<file path="config.mk">
export PLATFORM = sky130hd
export DESIGN_NAME = fetch_stage_flat
export DESIGN_NICKNAME = d
export VERILOG_FILES = /design/src/rtl/fetch_stage_if.sv /design/src/rtl/fetch_stage.sv /design/src/flat_wrapper.sv
export SDC_FILE = /design/constraint.sdc
export NUM_CORES = 1
export LEC_CHECK = 0
export ABC_CLOCK_PERIOD_IN_PS = 2600
export BUFFER_PORTS_ARGS = -buffer_cell sky130_fd_sc_hd__buf_4
export CORE_MARGIN = 10
export CORE_UTILIZATION = 40
export DETAILED_ROUTE_END_ITERATION = 10
export PLACE_DENSITY_LB_ADDON = 0.08
export SLEW_MARGIN = 30
export SYNTH_ARGS = -nofsm -noshare
export SYNTH_HDL_FRONTEND = slang
export SYNTH_SLANG_ARGS = --single-unit
</file>
<file path="constraint.sdc">
create_clock -name clock -period 2.6 [get_ports clock]
set_input_delay 0.52 -clock clock [delete_from_list [all_inputs] [get_ports clock]]
set_output_delay 0.52 -clock clock [all_outputs]
set_load 0.01 [all_outputs]
</file>
<file path="src/rtl/fetch_stage_if.sv">
// Fetch-stage bus bundle: instruction-memory read port and the F/D payload.
interface fetch_stage_if #(
  parameter int unsigned PC_W        = 32,
  parameter int unsigned IMEM_ADDR_W = 12
);
  localparam int unsigned INSN_W = 32;

  logic [IMEM_ADDR_W-1:0] address_imem;
  logic [INSN_W-1:0]      q_imem;
  logic [PC_W-1:0]        fd_pc;
  logic [INSN_W-1:0]      fd_insn;
  logic                   fd_valid;

  // Fetch stage side: drives the imem address and the decode payload
  modport master (
    output address_imem,
    input  q_imem,
    output fd_pc,
    output fd_insn,
    output fd_valid
  );

  // Memory/decode side: returns imem data and consumes the payload
  modport slave (
    input  address_imem,
    output q_imem,
    input  fd_pc,
    input  fd_insn,
    input  fd_valid
  );
endinterface

</file>
<file path="src/rtl/fetch_stage.sv">
// Instruction-fetch stage: owns the PC, drives a 1-cycle-latency imem, and
// presents a registered {pc, insn, valid} triple to decode. A skid register
// captures the in-flight imem response when a stall arrives so it is neither
// lost nor duplicated. Redirects flush everything and inject bubbles.
// Optional feature macro: FETCH_PERF_CNT_EN enables the stall/flush counters;
// when undefined the counter ports are tied to 0.
module fetch_stage #(
  parameter int unsigned PC_W        = 32,
  parameter int unsigned IMEM_ADDR_W = 12,
  parameter logic [31:0] NOP_INSN    = 32'h0000_0000
) (
  input  logic               clock,
  input  logic               reset,
  input  logic               stall,
  input  logic               redirect,
  input  logic [PC_W-1:0]    redirect_pc,
  output logic [PC_W-1:0]    pc_out,
  output logic [PC_W-1:0]    pc_in,
  output logic [31:0]        perf_stall_cycles,
  output logic [31:0]        perf_flushes,
  fetch_stage_if.master      bus
);

  localparam int unsigned INSN_W = 32;
  localparam int unsigned CNT_W  = 32;

  logic [PC_W-1:0]   pc_reg;
  logic              resp_valid;
  logic [PC_W-1:0]   resp_pc;
  logic              skid_valid;
  logic [PC_W-1:0]   skid_pc;
  logic [INSN_W-1:0] skid_insn;
  logic [PC_W-1:0]   fd_pc_q;
  logic [INSN_W-1:0] fd_insn_q;
  logic              fd_valid_q;

  // Candidate decode payload for an unstalled, unredirected edge
  logic [PC_W-1:0]   fd_pc_nxt;
  logic [INSN_W-1:0] fd_insn_nxt;
  logic              fd_valid_nxt;

  // Next PC: redirect wins over stall, otherwise sequential (wraps naturally)
  always_comb begin
    pc_in = pc_reg + PC_W'(1);
    if (redirect) begin
      pc_in = redirect_pc;
    end else if (stall) begin
      pc_in = pc_reg;
    end
  end

  // Select what decode sees next: skid first, then the live imem response
  always_comb begin
    fd_pc_nxt    = resp_pc;
    fd_insn_nxt  = NOP_INSN;
    fd_valid_nxt = 1'b0;
    if (skid_valid) begin
      fd_pc_nxt    = skid_pc;
      fd_insn_nxt  = skid_insn;
      fd_valid_nxt = 1'b1;
    end else if (resp_valid) begin
      fd_pc_nxt    = resp_pc;
      fd_insn_nxt  = bus.q_imem;
      fd_valid_nxt = 1'b1;
    end
  end

  // PC, in-flight tracking, skid buffer and F/D register
  always_ff @(posedge clock or negedge reset) begin
    if (!reset) begin
      pc_reg     <= '0;
      resp_valid <= 1'b0;
      resp_pc    <= '0;
      skid_valid <= 1'b0;
      skid_pc    <= '0;
      skid_insn  <= '0;
      fd_pc_q    <= '0;
      fd_insn_q  <= NOP_INSN;
      fd_valid_q <= 1'b0;
    end else if (redirect) begin
      pc_reg     <= redirect_pc;
      resp_valid <= 1'b0;
      skid_valid <= 1'b0;
      fd_pc_q    <= redirect_pc;
      fd_insn_q  <= NOP_INSN;
      fd_valid_q <= 1'b0;
    end else if (stall) begin
      resp_valid <= 1'b0;
      if (resp_valid && !skid_valid) begin
        skid_valid <= 1'b1;
        skid_pc    <= resp_pc;
        skid_insn  <= bus.q_imem;
      end
    end else begin
      pc_reg     <= pc_reg + PC_W'(1);
      resp_valid <= 1'b1;
      resp_pc    <= pc_reg;
      skid_valid <= 1'b0;
      fd_pc_q    <= fd_pc_nxt;
      fd_insn_q  <= fd_insn_nxt;
      fd_valid_q <= fd_valid_nxt;
    end
  end

  assign bus.address_imem = pc_reg[IMEM_ADDR_W-1:0];
  assign bus.fd_pc        = fd_pc_q;
  assign bus.fd_insn      = fd_insn_q;
  assign bus.fd_valid     = fd_valid_q;
  assign pc_out           = pc_reg;

`ifdef FETCH_PERF_CNT_EN
  logic [CNT_W-1:0] stall_cnt;
  logic [CNT_W-1:0] flush_cnt;

  // Saturating stall-cycle and redirect counters
  always_ff @(posedge clock or negedge reset) begin
    if (!reset) begin
      stall_cnt <= '0;
      flush_cnt <= '0;
    end else begin
      if (redirect) begin
        if (flush_cnt != '1) flush_cnt <= flush_cnt + CNT_W'(1);
      end else if (stall) begin
        if (stall_cnt != '1) stall_cnt <= stall_cnt + CNT_W'(1);
      end
    end
  end

  assign perf_stall_cycles = stall_cnt;
  assign perf_flushes      = flush_cnt;
`else
  assign perf_stall_cycles = CNT_W'(0);
  assign perf_flushes      = CNT_W'(0);
`endif

endmodule

</file>
<file path="src/flat_wrapper.sv">
// flat-port wrapper written by rule: the top's interface ports become plain ports
module fetch_stage_flat 
#(
  parameter int unsigned PC_W        = 32,
  parameter int unsigned IMEM_ADDR_W = 12,
  parameter logic [31:0] NOP_INSN    = 32'h0000_0000
)
  (clock, reset, stall, redirect, redirect_pc, pc_out, pc_in, perf_stall_cycles, perf_flushes, bus_address_imem, bus_q_imem, bus_fd_pc, bus_fd_insn, bus_fd_valid);
  fetch_stage_if #(.PC_W(PC_W), .IMEM_ADDR_W(IMEM_ADDR_W)) bus_i ();
  input  logic clock;
  input  logic reset;
  input  logic stall;
  input  logic redirect;
  input  logic [PC_W-1:0] redirect_pc;
  output logic [PC_W-1:0] pc_out;
  output logic [PC_W-1:0] pc_in;
  output logic [31:0] perf_stall_cycles;
  output logic [31:0] perf_flushes;
  output wire logic [$bits(bus_i.address_imem)-1:0] bus_address_imem;
  input wire logic [$bits(bus_i.q_imem)-1:0] bus_q_imem;
  output wire logic [$bits(bus_i.fd_pc)-1:0] bus_fd_pc;
  output wire logic [$bits(bus_i.fd_insn)-1:0] bus_fd_insn;
  output wire logic [$bits(bus_i.fd_valid)-1:0] bus_fd_valid;
  assign bus_address_imem = bus_i.address_imem;
  assign bus_i.q_imem = bus_q_imem;
  assign bus_fd_pc = bus_i.fd_pc;
  assign bus_fd_insn = bus_i.fd_insn;
  assign bus_fd_valid = bus_i.fd_valid;
  fetch_stage #(.PC_W(PC_W), .IMEM_ADDR_W(IMEM_ADDR_W), .NOP_INSN(NOP_INSN)) u_core (.clock(clock), .reset(reset), .stall(stall), .redirect(redirect), .redirect_pc(redirect_pc), .pc_out(pc_out), .pc_in(pc_in), .perf_stall_cycles(perf_stall_cycles), .perf_flushes(perf_flushes), .bus(bus_i));
endmodule
</file>
==> metrics <==
status=finished with violations; failing checks=setup timing; Seq/Total Area, Yosys=52.1%; Synth Flop Type=dfrtp_1; crit end category=primary output; Syn Inst Count=between 800 and 900; All-Layer GR Usage=between 10% and 20%; DP HPWL=19400 um; # hold bufs at CTS=0; via count=between 7000 and 8000; RSZ-0062 raised after global routing=yes; Cell Pwr Density=around 660 nW/um^2; Tmin final=around 2900 ps; share of cells above drive strength 1=45.0%; Initial Util=41.0%; vias in the first global route=7600; # IOs=~270; CTS tree=built; later-pin clock latency in the skew report=430 ps; flops & latches, synth=just under 200; Worst-Margin Slew=roughly 730 ps; initial antenna violation count=0; routability cong.=around 0.77; RR Startpoint=u_core.pc_out[2]; pre-CTS setup slack=-36.4 ps; Net Sw Frac=28.4%; Critical Path Start=u_core.pc_out[18]; CTS root buf=clkbuf_16; IO buf count=208; crit-path max FO=4; vias per cell=between 5 and 6; H-tree depth=4; area leader, netlist=dfrtp_1; Die Ht=about 170 um; CP max stage cell=or4_4; clk sinks=~200; synthesized area per cell=between 10 and 15 um^2; Hold Crit Class=input pin to asynchronous set/reset pin; maximum vdd drop=~400 uV; upper clock frequency limit=341 MHz; Req. time, crit path=between 2000 and 2500 ps; Area Overhead vs Synth=37.5%; Worst Setup Slack, final=-332 ps; final net count=between 1000 and 1500; Largest delay share family, worst path=simple AND/OR/NAND/NOR gates; Max Cap Viol=0; CP Cell Sequence=nand4_1 -> or4_4 -> or4_1 -> a31oi_1 -> buf_4; largest net degree at the start of global routing=72; non-filler cells in the finished layout=~1400; Leak Pwr=a little under 6 nW; Buf/Inv on CP=1; Netlist cell types=46; Detailed Route Iter0 Violations=approximately 360; # DRC=0; YS warnings=0; WL final=about 28000 um; Post-synth EDFFs=0; startpoint types=register; post-synth top area share=roughly 52%; DR pass1 iterations=4; combinational share of power=between 20% and 30%; Synth area leaders=dfrtp_1 (52%), mux2_2 (12%), buf_4 (6.1%); period utilization=113%; part of the power in registers=between 40% and 50%; core region area=about 23000 um^2; max-slew violations=0; Placed Instances=approximately 1400; crit path DAT=about 2400 ps; minimum hold slack=roughly 43 ps; die width=173 um; Sw Pwr=2.40 mW; grt ovf=0; # diodes=0; Max-slew headroom=slightly above 50%; die area=29900 um^2; clock network power share=about a third; clk_skew=about 13 ps; final hold vios=0; FFs w/ async S/R, synth=100%; # setup viols final=14; critical path class=register to primary output; CTS clk-pin slew, worst paths=approximately 70 ps; Pint=around 6 mW; slowest cell delay on critical path=just over 600 ps; std cell rows=55; Syn Std Cell Area=~9400 um^2; WL/cell=between 15 and 20 um; first-pass GRT wire length=around 44000 um; CTS Buffer Depth=2; DRT antenna net count=0; CTS Buf Count=17
worst register-to-register path, stage by stage (launching register included):
cell,delay (ps)
dfrtp_1,430
and4b_1,260
buf_6,120
nand4_1,100
buf_6,160
buf_6,120
o211ai_1,270
nand3_4,120
buf_6,140
buf_6,100
buf_6,100
buf_6,100
buf_6,100
buf_6,100
buf_6,100
buf_6,100
cell families after synthesis:
logic type,share of synthesized area (%)
fa+ha+maj,0.134
flops,52.1
simple gates,13.5
compound gates,9.23
xor+xnor,1.12
other cells,0.0400
buf+inv,8.81
mux,15.1
path summary, 6_finish.rpt:
check                           cells past startpoint  slack [ps]                      to
worst max-delay path                                5        -330               pc_in[29]
worst min-delay path                                1          40  u_core.bus.fd_insn[23]
worst max register to register                     15         100       u_core.pc_out[19]
worst min register to register                      1         510      u_core.skid_pc[23]
max in group asynchronous                           2        1880        u_core.pc_out[4]
min in group clock                                  3         310     u_core.bus.fd_pc[1]
cell usage in the layout (no fill, tap or decap), drive strengths merged, types with 21 or more instances in the layout:
master	n
buf	311
nor2b	33
clkbuf	21
nand3	21
conb	64
a21oi	35
a221oi	31
nor3	35
mux2i	33
nor2	53
o21ai	46
dfrtp	195
mux2	96
nand2	44
through the flow:
| stage | util [%] | area [um^2] | TNS (ps) | power, mW |
|---|---|---|---|---|
| 6_report | 56.4 | 12900 | -1640 | 8.46 |
| 5_1_grt | 56.4 | 12900 | -3460 | 8.90 |
| 3_3_place_gp | 49.9 | 11400 | -8.54 | 5.59 |
| 3_5_place_dp | 49.9 | 11400 | -76.3 | 5.63 |
| 4_1_cts | 54.9 | 12500 | -1840 | 8.49 |
| 2_1_floorplan | - | 9600 | 0 | 4.86 |
Yosys cell counts (2+ instances only):
master,count
dfrtp_1,195
mux2_2,96
buf_4,76
nor2_1,53
clkbuf_1,48
o21ai_0,46
nand2_1,44
a21oi_1,35
nor3_1,35
mux2i_1,33
nor2b_1,33
a221oi_1,31
nand3_1,21
nand4_1,17
or4_1,9
buf_2,8
inv_1,8
nor4_1,7
xnor2_1,7
o211ai_1,6
xor2_1,5
a31oi_1,4
and2_1,4
o311ai_0,4
o31ai_1,4
a21boi_0,2
a311o_1,2
and3_1,2
and4_1,2
nand3b_1,2
or4b_2,2
sequential cells by signal (all words and copies together) (netlist names):
name and cells:
u_core.pc_out 32, u_core.skid_valid 1, u_core.bus.fd_insn 32, u_core.bus.fd_pc 32
u_core.skid_pc 32, u_core.resp_valid 1, u_core.resp_pc 32, u_core.bus.fd_valid 1
u_core.skid_insn 32
power groups by stage:
stage	Sequential, mW	Combinational [mW]	Clock [mW]
finish	3.85	1.88	2.73
global route	3.91	2.06	2.93
CTS	3.84	1.84	2.81
detailed placement	3.90	1.73	0
global placement	3.88	1.71	0
floorplan	3.92	0.943	0
layer usage:
layer  track usage, %  part of all wire, %
met2             28.9                   48
met5                0                    0
met4             4.02                 0.71
met1             23.8                   46
met3             5.12                  5.8
final cells by class:
cell class,instances,area [um^2]
multi-input combinational,583,4340
inverter,8,35.0
timing repair buffer,312,2620
tap,313,392
fill,2035,9970
clock buffer,20,467
sequential,195,4890
clock inverter,12,144
repair_timing:
item                                   in CTS  in global routing
pin swaps                                  31                 29
buffers inserted                           26                 15
gates resized for setup                    80                 53
endpoints found under the hold margin       0                  0
setup endpoints to repair                  25                 26
cloned                                      0                  0
(Power assumes the default switching activity.)
